**config.mk**
```make
export PLATFORM = sky130hd
export DESIGN_NAME = player_input_arbiter_flat
export DESIGN_NICKNAME = d
export VERILOG_FILES = /design/src/rtl/player_input_arbiter_pkg.sv /design/src/rtl/player_input_arbiter_if.sv /design/src/rtl/player_input_arbiter_strobe_conditioner.sv /design/src/rtl/player_input_arbiter.sv /design/src/flat_wrapper.sv
export SDC_FILE = /design/constraint.sdc
export NUM_CORES = 1
export LEC_CHECK = 0
export CORE_MARGIN = 5
export CORE_UTILIZATION = 45
export DETAILED_ROUTE_END_ITERATION = 10
export PLACE_DENSITY = 0.66
export SYNTH_ARGS = -nofsm -noshare
export SYNTH_HDL_FRONTEND = slang
export SYNTH_SLANG_ARGS = --single-unit
```
**constraint.sdc**
```tcl
create_clock -name clk -period 7.7 [get_ports clk]
set_input_delay 1.54 -clock clk [delete_from_list [all_inputs] [get_ports clk]]
set_output_delay 1.54 -clock clk [all_outputs]
set_load 0.02 [all_outputs]
```
**src/rtl/player_input_arbiter_pkg.sv**
```systemverilog
// Shared constants, event record and round-robin selection used by the
// player input arbiter and its event interface.
package player_input_pkg;

  localparam int NUM_PLAYERS = 6;
  localparam int VAL_W       = 3;
  localparam int PID_W       = 3;

  typedef struct packed {
    logic [PID_W-1:0] player;
    logic [VAL_W-1:0] value;
  } evt_t;

  // First requester at or after ptr, wrapping; returns 0 when req is empty.
  function automatic logic [PID_W-1:0] rr_pick(input logic [NUM_PLAYERS-1:0] req,
                                               input logic [PID_W-1:0]       ptr);
    logic [PID_W-1:0] pick;
    logic             found;
    int               idx;
    pick  = '0;
    found = 1'b0;
    for (int i = 0; i < NUM_PLAYERS; i++) begin
      idx = (int'(ptr) + i) % NUM_PLAYERS;
      if (!found && req[idx]) begin
        pick  = PID_W'(idx);
        found = 1'b1;
      end else begin
        pick = pick;
      end
    end
    return pick;
  endfunction

endpackage

```
**src/rtl/player_input_arbiter_if.sv**
```systemverilog
// Valid/ready event stream carrying one player press towards the game core.
interface player_input_arbiter_if;
  import player_input_pkg::*;

  logic             evt_valid;
  logic             evt_ready;
  logic [PID_W-1:0] evt_player;
  logic [VAL_W-1:0] evt_value;

  modport master (output evt_valid, output evt_player, output evt_value, input evt_ready);
  modport slave  (input evt_valid, input evt_player, input evt_value, output evt_ready);

endinterface

```
**src/rtl/player_input_arbiter_strobe_conditioner.sv**
```systemverilog
// One player strobe: 2-FF synchroniser, stability counter, debounced level
// and a one-cycle press pulse on the debounced rising edge.
module strobe_conditioner #(
  parameter int CNT_W        = 20,
  parameter int DEBOUNCE_MAX = 999_999
) (
  input  logic clk,
  input  logic rst,
  input  logic raw_i,
  output logic level_o,
  output logic press_o
);

  localparam logic [CNT_W-1:0] CNT_MAX = CNT_W'(DEBOUNCE_MAX);

  logic             sync1_q, sync2_q;
  logic             level_q, level_d, level_prev_q;
  logic [CNT_W-1:0] cnt_q, cnt_d;

  // Count consecutive disagreeing cycles; flip the level once the count saturates.
  always_comb begin
    cnt_d   = '0;
    level_d = level_q;
    if (sync2_q != level_q) begin
      if (cnt_q == CNT_MAX) begin
        level_d = ~level_q;
        cnt_d   = '0;
      end else begin
        cnt_d = cnt_q + CNT_W'(1);
      end
    end else begin
      cnt_d = '0;
    end
  end

  always_ff @(posedge clk or posedge rst) begin
    if (rst) begin
      sync1_q      <= 1'b0;
      sync2_q      <= 1'b0;
      cnt_q        <= '0;
      level_q      <= 1'b0;
      level_prev_q <= 1'b0;
    end else begin
      sync1_q      <= raw_i;
      sync2_q      <= sync1_q;
      cnt_q        <= cnt_d;
      level_q      <= level_d;
      level_prev_q <= level_q;
    end
  end

  assign level_o = level_q;
  assign press_o = level_q & ~level_prev_q;

endmodule

```
**src/rtl/player_input_arbiter.sv**
```systemverilog
// Debounces six player strobes, captures each press with its value and
// serialises the presses round-robin onto a single valid/ready stream.
module player_input_arbiter
  import player_input_pkg::*;
#(
  parameter int CNT_W        = 20,
  parameter int DEBOUNCE_MAX = 999_999
) (
  input  logic                         clk,
  input  logic                         rst,
  input  logic [NUM_PLAYERS-1:0]       raw_strobe,
  input  logic [NUM_PLAYERS*VAL_W-1:0] raw_val,
  output logic [NUM_PLAYERS-1:0]       db_level,
  player_input_arbiter_if.master       evt,
  output logic [NUM_PLAYERS-1:0]       pending,
  output logic [NUM_PLAYERS-1:0]       overrun,
  input  logic [NUM_PLAYERS-1:0]       overrun_clr
);

  logic [NUM_PLAYERS*VAL_W-1:0] val_s1_q, val_s2_q;
  logic [VAL_W-1:0]             sval_s [NUM_PLAYERS];
  logic [VAL_W-1:0]             slot_q [NUM_PLAYERS];
  logic [VAL_W-1:0]             slot_d [NUM_PLAYERS];
  logic [NUM_PLAYERS-1:0]       press_s, req_s, drain_s;
  logic [NUM_PLAYERS-1:0]       pending_q, pending_d, overrun_q, overrun_d;
  logic [PID_W-1:0]             ptr_q, ptr_d, grant_s;
  logic                         load_s, valid_q, valid_d;
  evt_t                         evt_q, evt_d;

  for (genvar k = 0; k < NUM_PLAYERS; k++) begin : g_ch
    strobe_conditioner #(
      .CNT_W        (CNT_W),
      .DEBOUNCE_MAX (DEBOUNCE_MAX)
    ) u_cond (
      .clk     (clk),
      .rst     (rst),
      .raw_i   (raw_strobe[k]),
      .level_o (db_level[k]),
      .press_o (press_s[k])
    );
  end

  always_comb begin
    for (int k = 0; k < NUM_PLAYERS; k++) begin
      sval_s[k] = val_s2_q[k*VAL_W +: VAL_W];
    end
  end

  // A fresh press competes directly so an idle output picks it up one cycle later.
  always_comb begin
    req_s   = pending_q | press_s;
    grant_s = rr_pick(req_s, ptr_q);
    load_s  = (~valid_q | evt.evt_ready) & (|req_s);
    drain_s = '0;
    if (load_s) begin
      drain_s[grant_s] = 1'b1;
    end else begin
      drain_s = '0;
    end
  end

  // Output register and pointer advance.
  always_comb begin
    evt_d   = evt_q;
    valid_d = valid_q;
    ptr_d   = ptr_q;
    if (load_s) begin
      valid_d      = 1'b1;
      evt_d.player = grant_s;
      evt_d.value  = pending_q[grant_s] ? slot_q[grant_s] : sval_s[grant_s];
      ptr_d        = (grant_s == PID_W'(NUM_PLAYERS - 1)) ? '0 : grant_s + PID_W'(1);
    end else if (evt.evt_ready) begin
      valid_d = 1'b0;
    end else begin
      valid_d = valid_q;
    end
  end

  // Slot bookkeeping: a press racing a drain of the same slot refills it.
  always_comb begin
    for (int k = 0; k < NUM_PLAYERS; k++) begin
      slot_d[k]    = slot_q[k];
      pending_d[k] = pending_q[k] & ~drain_s[k];
      overrun_d[k] = overrun_q[k] & ~overrun_clr[k];
      if (press_s[k]) begin
        if (pending_q[k] && !drain_s[k]) begin
          overrun_d[k] = 1'b1;
        end else if (pending_q[k] || !drain_s[k]) begin
          slot_d[k]    = sval_s[k];
          pending_d[k] = 1'b1;
        end else begin
          pending_d[k] = 1'b0;
        end
      end else begin
        overrun_d[k] = overrun_d[k];
      end
    end
  end

  always_ff @(posedge clk or posedge rst) begin
    if (rst) begin
      val_s1_q  <= '0;
      val_s2_q  <= '0;
      pending_q <= '0;
      overrun_q <= '0;
      ptr_q     <= '0;
      valid_q   <= 1'b0;
      evt_q     <= '0;
      for (int k = 0; k < NUM_PLAYERS; k++) begin
        slot_q[k] <= '0;
      end
    end else begin
      val_s1_q  <= raw_val;
      val_s2_q  <= val_s1_q;
      pending_q <= pending_d;
      overrun_q <= overrun_d;
      ptr_q     <= ptr_d;
      valid_q   <= valid_d;
      evt_q     <= evt_d;
      for (int k = 0; k < NUM_PLAYERS; k++) begin
        slot_q[k] <= slot_d[k];
      end
    end
  end

  assign evt.evt_valid  = valid_q;
  assign evt.evt_player = evt_q.player;
  assign evt.evt_value  = evt_q.value;
  assign pending        = pending_q;
  assign overrun        = overrun_q;

endmodule

```
**src/flat_wrapper.sv**
```systemverilog
// flat-port wrapper written by rule: the top's interface ports become plain ports
module player_input_arbiter_flat import player_input_pkg::*;
#(
  parameter int CNT_W        = 20,
  parameter int DEBOUNCE_MAX = 999_999
)
  (clk, rst, raw_strobe, raw_val, db_level, pending, overrun, overrun_clr, evt_evt_valid, evt_evt_player, evt_evt_value, evt_evt_ready);
  player_input_arbiter_if evt_i ();
  input  logic clk;
  input  logic rst;
  input  logic [NUM_PLAYERS-1:0] raw_strobe;
  input  logic [NUM_PLAYERS*VAL_W-1:0] raw_val;
  output logic [NUM_PLAYERS-1:0] db_level;
  output logic [NUM_PLAYERS-1:0] pending;
  output logic [NUM_PLAYERS-1:0] overrun;
  input  logic [NUM_PLAYERS-1:0] overrun_clr;
  output wire logic [$bits(evt_i.evt_valid)-1:0] evt_evt_valid;
  output wire logic [$bits(evt_i.evt_player)-1:0] evt_evt_player;
  output wire logic [$bits(evt_i.evt_value)-1:0] evt_evt_value;
  input wire logic [$bits(evt_i.evt_ready)-1:0] evt_evt_ready;
  assign evt_evt_valid = evt_i.evt_valid;
  assign evt_evt_player = evt_i.evt_player;
  assign evt_evt_value = evt_i.evt_value;
  assign evt_i.evt_ready = evt_evt_ready;
  player_input_arbiter #(.CNT_W(CNT_W), .DEBOUNCE_MAX(DEBOUNCE_MAX)) u_core (.clk(clk), .rst(rst), .raw_strobe(raw_strobe), .raw_val(raw_val), .db_level(db_level), .evt(evt_i), .pending(pending), .overrun(overrun), .overrun_clr(overrun_clr));
endmodule
```
==> reports/metrics.csv <==
stage,metric,value,unit
pwr,PwrDens,203,mW/mm2
clock_network,CTS H-tree lvls,1,
synthesis,count of cell types in the netlist,79,
finish,"commonest non-fill, non-tap cell in the layout",dfrtp_1,
pwr,Lkg Pwr,0.00538,uW
hold_path,Hold Crit Start,u_core.val_s1_q[9]$_DFF_PP0_,
global_route,number of global-route vias before repair,7133,
floorplan,Chip Width,163,um
clock_network,Worst-path clk slew,0.06,ns
placement,HPWL Detailed,14.2,mm
route,initial drt markers,398,
synthesis,Syn Area/Cell,10.5,um2
global_route,initial antenna violation count,0,
finish,area of the multi-input gates,0.00476,mm2
placement,port buffer count,57,
finish,Area growth syn-to-layout,15.7,%
synthesis,synth warn,0,
clock_network,Root Driver,clkbuf_16,
synthesis,post-synthesis sequential area ratio,52.2,%
global_route,global-route wire length before repair,35.5,mm
synthesis,post-synthesis simple-gate area fraction,20.3,%
timing,Slew @ Worst Pin,1.07,ns
finish,nets,1098,
synthesis,complex-gate fraction of the synthesized area,9.40,%
floorplan,Top Ports,58,
route,Total Wirelength,21.0,mm
global_route,largest net degree at the start of global routing,151,
route,drt first pass iters,5,
timing,Final Hold Fails,0,
placement,placed cells,1342,
finish,fillers,2112,
timing,Worst slew margin,28.5,%
synthesis,count of state elements after synthesis,220,
floorplan,FP Rows,56,
clock_network,CTS resizes,0,
global_route,Total GRT Usage,15.9,%
worst_setup_path,crit-path max cell delay,0.92,ns
timing,post-route minimum period,5.62,ns
finish,most frequent cells in the layout,"dfrtp_1 (220), nor2_1 (129), nand2_1 (61)",
timing,final slew viol count,0,
finish,layout cells sized above 1,8.90,%
finish,"non-filler cells, final",1386,
floorplan,die area,0.0266,mm2
finish,number of diodes,0,
worst_setup_path,Critical Path Source Type,flip-flop,
clock_network,Clock Latency Late Sink,0.51,ns
worst_setup_path,worst reg-to-reg path cell count,15,
worst_setup_path,critical path arrival,6.01,ns
floorplan,chip height,163,um
synthesis,Post-Syn Nets,1053,
worst_setup_path,cell repeated most along the worst path,ha_1,
placement,gpl congestion,0.852,
synthesis,ys flop type,dfrtp_1,
worst_setup_path,RR Startpoint,u_core.ptr_q[0]$_DFFE_PP0P_,
timing,setup TNS,0,ns
synthesis,Mapped Area,0.0105,mm2
worst_setup_path,FF-to-FF End,u_core.slot_q[15]$_DFFE_PP0P_,
timing,Clock Skew,0.00717,ns
clock_network,TritonCTS clock tree,yes,
synthesis,combinational family with the most area after synthesis,simple AND/OR/NAND/NOR gates,
synthesis,Post-synth EDFFs,0,
synthesis,XOR/XNOR share of the synthesized area,8.32,%
hold_path,cell count of the worst hold path,0,
worst_setup_path,critical path cell sequence,"ha_1, xor2_1, inv_1, ha_1, nand2b_1, a311oi_2, a211oi_1, nor4b_1, a211o_1, a2111oi_2, nor3_4, nand2_1, or4_1, and3_4, mux2_4",
timing,Max Clock Freq,178,MHz
finish,sequential cell area,0.00551,mm2
worst_setup_path,R2R Setup Slk,2.08,ns
synthesis,mux contribution to synthesized area,4.60,%
job,Max Cap Violations,0,
route,Post-DRT Antenna Nets,0,
clock_network,Setup Buffers After CTS,0,
timing,RSZ-0062 raised after global routing,false,
floorplan,Initial Utilization,45.3,%
worst_setup_path,worst path required time,8.09,ns
worst_setup_path,crit-path max FO,27,
timing,Final Cycle Share,72.9,%
worst_setup_path,slowest CP cell,nor3_4,
global_route,grt ovf,0,
route,Via density,5.31,
clock_network,Post-CTS Hold Fix Bufs,0,
timing,Fin Hold WS,0.345,ns
run_status,status,finished clean,
timing,setup violators final,0,
hold_path,HP Class,reg2reg,
worst_setup_path,crit path capture type,flip-flop,
hold_path,Hold EP,u_core.val_s2_q[9]$_DFF_PP0_,
clock_network,cts bufs inserted,24,
route,WL per Instance,15.2,um
synthesis,"Async S/R FF share, synth",100,%
clock_network,clock sinks,220,
synthesis,Post-Syn Instances,1004,
pwr,post-route total power,2470,uW
route,vias,7356,
clock_network,clock buffer depth,3,
route,DRC violations left,0,
pwr,maximum vdd drop,137,uV
floorplan,core box area,0.0233,mm2
synthesis,adder-cell share of the synthesized area,2.47,%
worst_setup_path,critical path class,reg2reg,
-- final cells by class --
| class | count | share of cell area (%) |
|---|---|---|
| repair buffers | 58 | 4.74 |
| flip-flops and latches | 220 | 45.2 |
| clock inverters | 14 | 1.47 |
| well taps | 319 | 3.27 |
| clock buffers | 30 | 5.53 |
| inverters | 24 | 0.800 |
| multi-input cells | 721 | 39.0 |
-- worst max-delay path by stage --
stage | cells after the start | slack, ns | endpoint | start
2_1_floorplan | 1 | 0.14 | u_core.evt.evt_player[0]$_DFFE_PP0P_ | rst
3_3_place_gp | 15 | 2.28 | u_core.slot_q[17]$_DFFE_PP0P_ | u_core.ptr_q[0]$_DFFE_PP0P_
3_5_place_dp | 15 | 2.17 | u_core.slot_q[17]$_DFFE_PP0P_ | u_core.ptr_q[0]$_DFFE_PP0P_
4_1_cts | 15 | 2.13 | u_core.slot_q[15]$_DFFE_PP0P_ | u_core.ptr_q[0]$_DFFE_PP0P_
5_1_grt | 15 | 1.66 | u_core.slot_q[17]$_DFFE_PP0P_ | u_core.ptr_q[0]$_DFFE_PP0P_
6_report | 15 | 2.08 | u_core.slot_q[15]$_DFFE_PP0P_ | u_core.ptr_q[0]$_DFFE_PP0P_
-- cells in the mapped netlist (3+ instances only) --
cell / instances / area share (%)
dfrtp_1: 220 / 52
nor2_1: 129 / 4.6
nand2_1: 61 / 2.2
xor2_1: 52 / 4.3
nand3_1: 45 / 2.1
xnor2_1: 45 / 3.7
and3_1: 37 / 2.2
o21ai_0: 36 / 1.7
a21oi_1: 33 / 1.6
clkbuf_1: 24 / 0.85
or3_1: 24 / 1.4
inv_1: 23 / 0.82
mux2_2: 21 / 2.2
nand4_1: 20 / 1.2
mux2i_1: 17 / 1.6
ha_1: 16 / 1.9
and2_1: 11 / 0.65
nor4b_1: 11 / 0.91
or2_2: 11 / 0.65
nor3_1: 10 / 0.47
nor4_1: 9 / 0.53
o31ai_1: 9 / 0.64
and4_1: 8 / 0.66
nand2b_1: 8 / 0.47
nor2b_1: 8 / 0.47
a32o_1: 7 / 0.66
buf_4: 7 / 0.50
o22ai_1: 7 / 0.42
maj3_1: 6 / 0.57
a22o_1: 5 / 0.42
buf_2: 5 / 0.24
a211oi_1: 4 / 0.28
a31oi_1: 4 / 0.24
o211ai_1: 4 / 0.28
o32ai_1: 4 / 0.33
mux2_1: 3 / 0.32
mux2_4: 3 / 0.43
nor3b_1: 3 / 0.21
o41ai_1: 3 / 0.25
-- critical path, delay by kind of cell (launching register included) --
family | cells | cell delay (ns)
simple gates | 6 | 2.44
fa+ha+maj | 2 | 0.73
buf+inv | 1 | 0.13
flops | 1 | 0.87
mux | 1 | 0.29
compound gates | 4 | 0.81
xor+xnor | 1 | 0.22
-- kinds of logic (layout without fill, tap and decap cells) --
group | Yosys count | in the layout
and+or+nand+nor | 414 | 414
DFF | 220 | 220
AOI/OAI and AO/OA | 143 | 143
xor gates and xnor gates | 98 | 98
buffers and inverters | 63 | 126
muxes | 44 | 44
adders and majority gates | 22 | 22
-- stage by stage --
stage | cell area [um2] | utilization (%) | setup WS [ns]
6_report | 12200 | 52.4 | 2.08
3_5_place_dp | 11300 | 48.7 | 2.17
3_3_place_gp | 11300 | 48.7 | 2.28
5_1_grt | 12200 | 52.4 | 1.66
4_1_cts | 12200 | 52.4 | 2.13
2_1_floorplan | 10500 | - | 0.139
-- flip-flops by register name, summed over array words and instances (netlist names), 6 cells and up --
signal and count:
u_core.g_ch.u_cond.sync1_q 6, u_core.val_s2_q 18, u_core.val_s1_q 18, u_core.pending 6
u_core.g_ch.u_cond.sync2_q 6, u_core.g_ch.u_cond.cnt_q 120, u_core.g_ch.u_cond.level_prev_q 6, u_core.overrun 6
u_core.g_ch.u_cond.level_o 6, u_core.slot_q 18
-- power by group --
group | internal, uW | total [uW] | switching (uW)
clock | 756 | 1220 | 462
sequential | 1180 | 1190 | 13.1
combinational | 25.0 | 66.8 | 41.7
-- metal layers --
| metal | GRT usage, % | vias to the layer above | share of wire (%) |
|---|---|---|---|
| li1 | - | 3628 | - |
| met1 | 23.2 | 3581 | 49 |
| met2 | 24.8 | 120 | 46 |
| met3 | 2.65 | 27 | 3.9 |
| met4 | 3.93 | 0 | 1.6 |
| met5 | 0 | - | 0 |
Note: power is estimated with default switching activity, not from simulation.
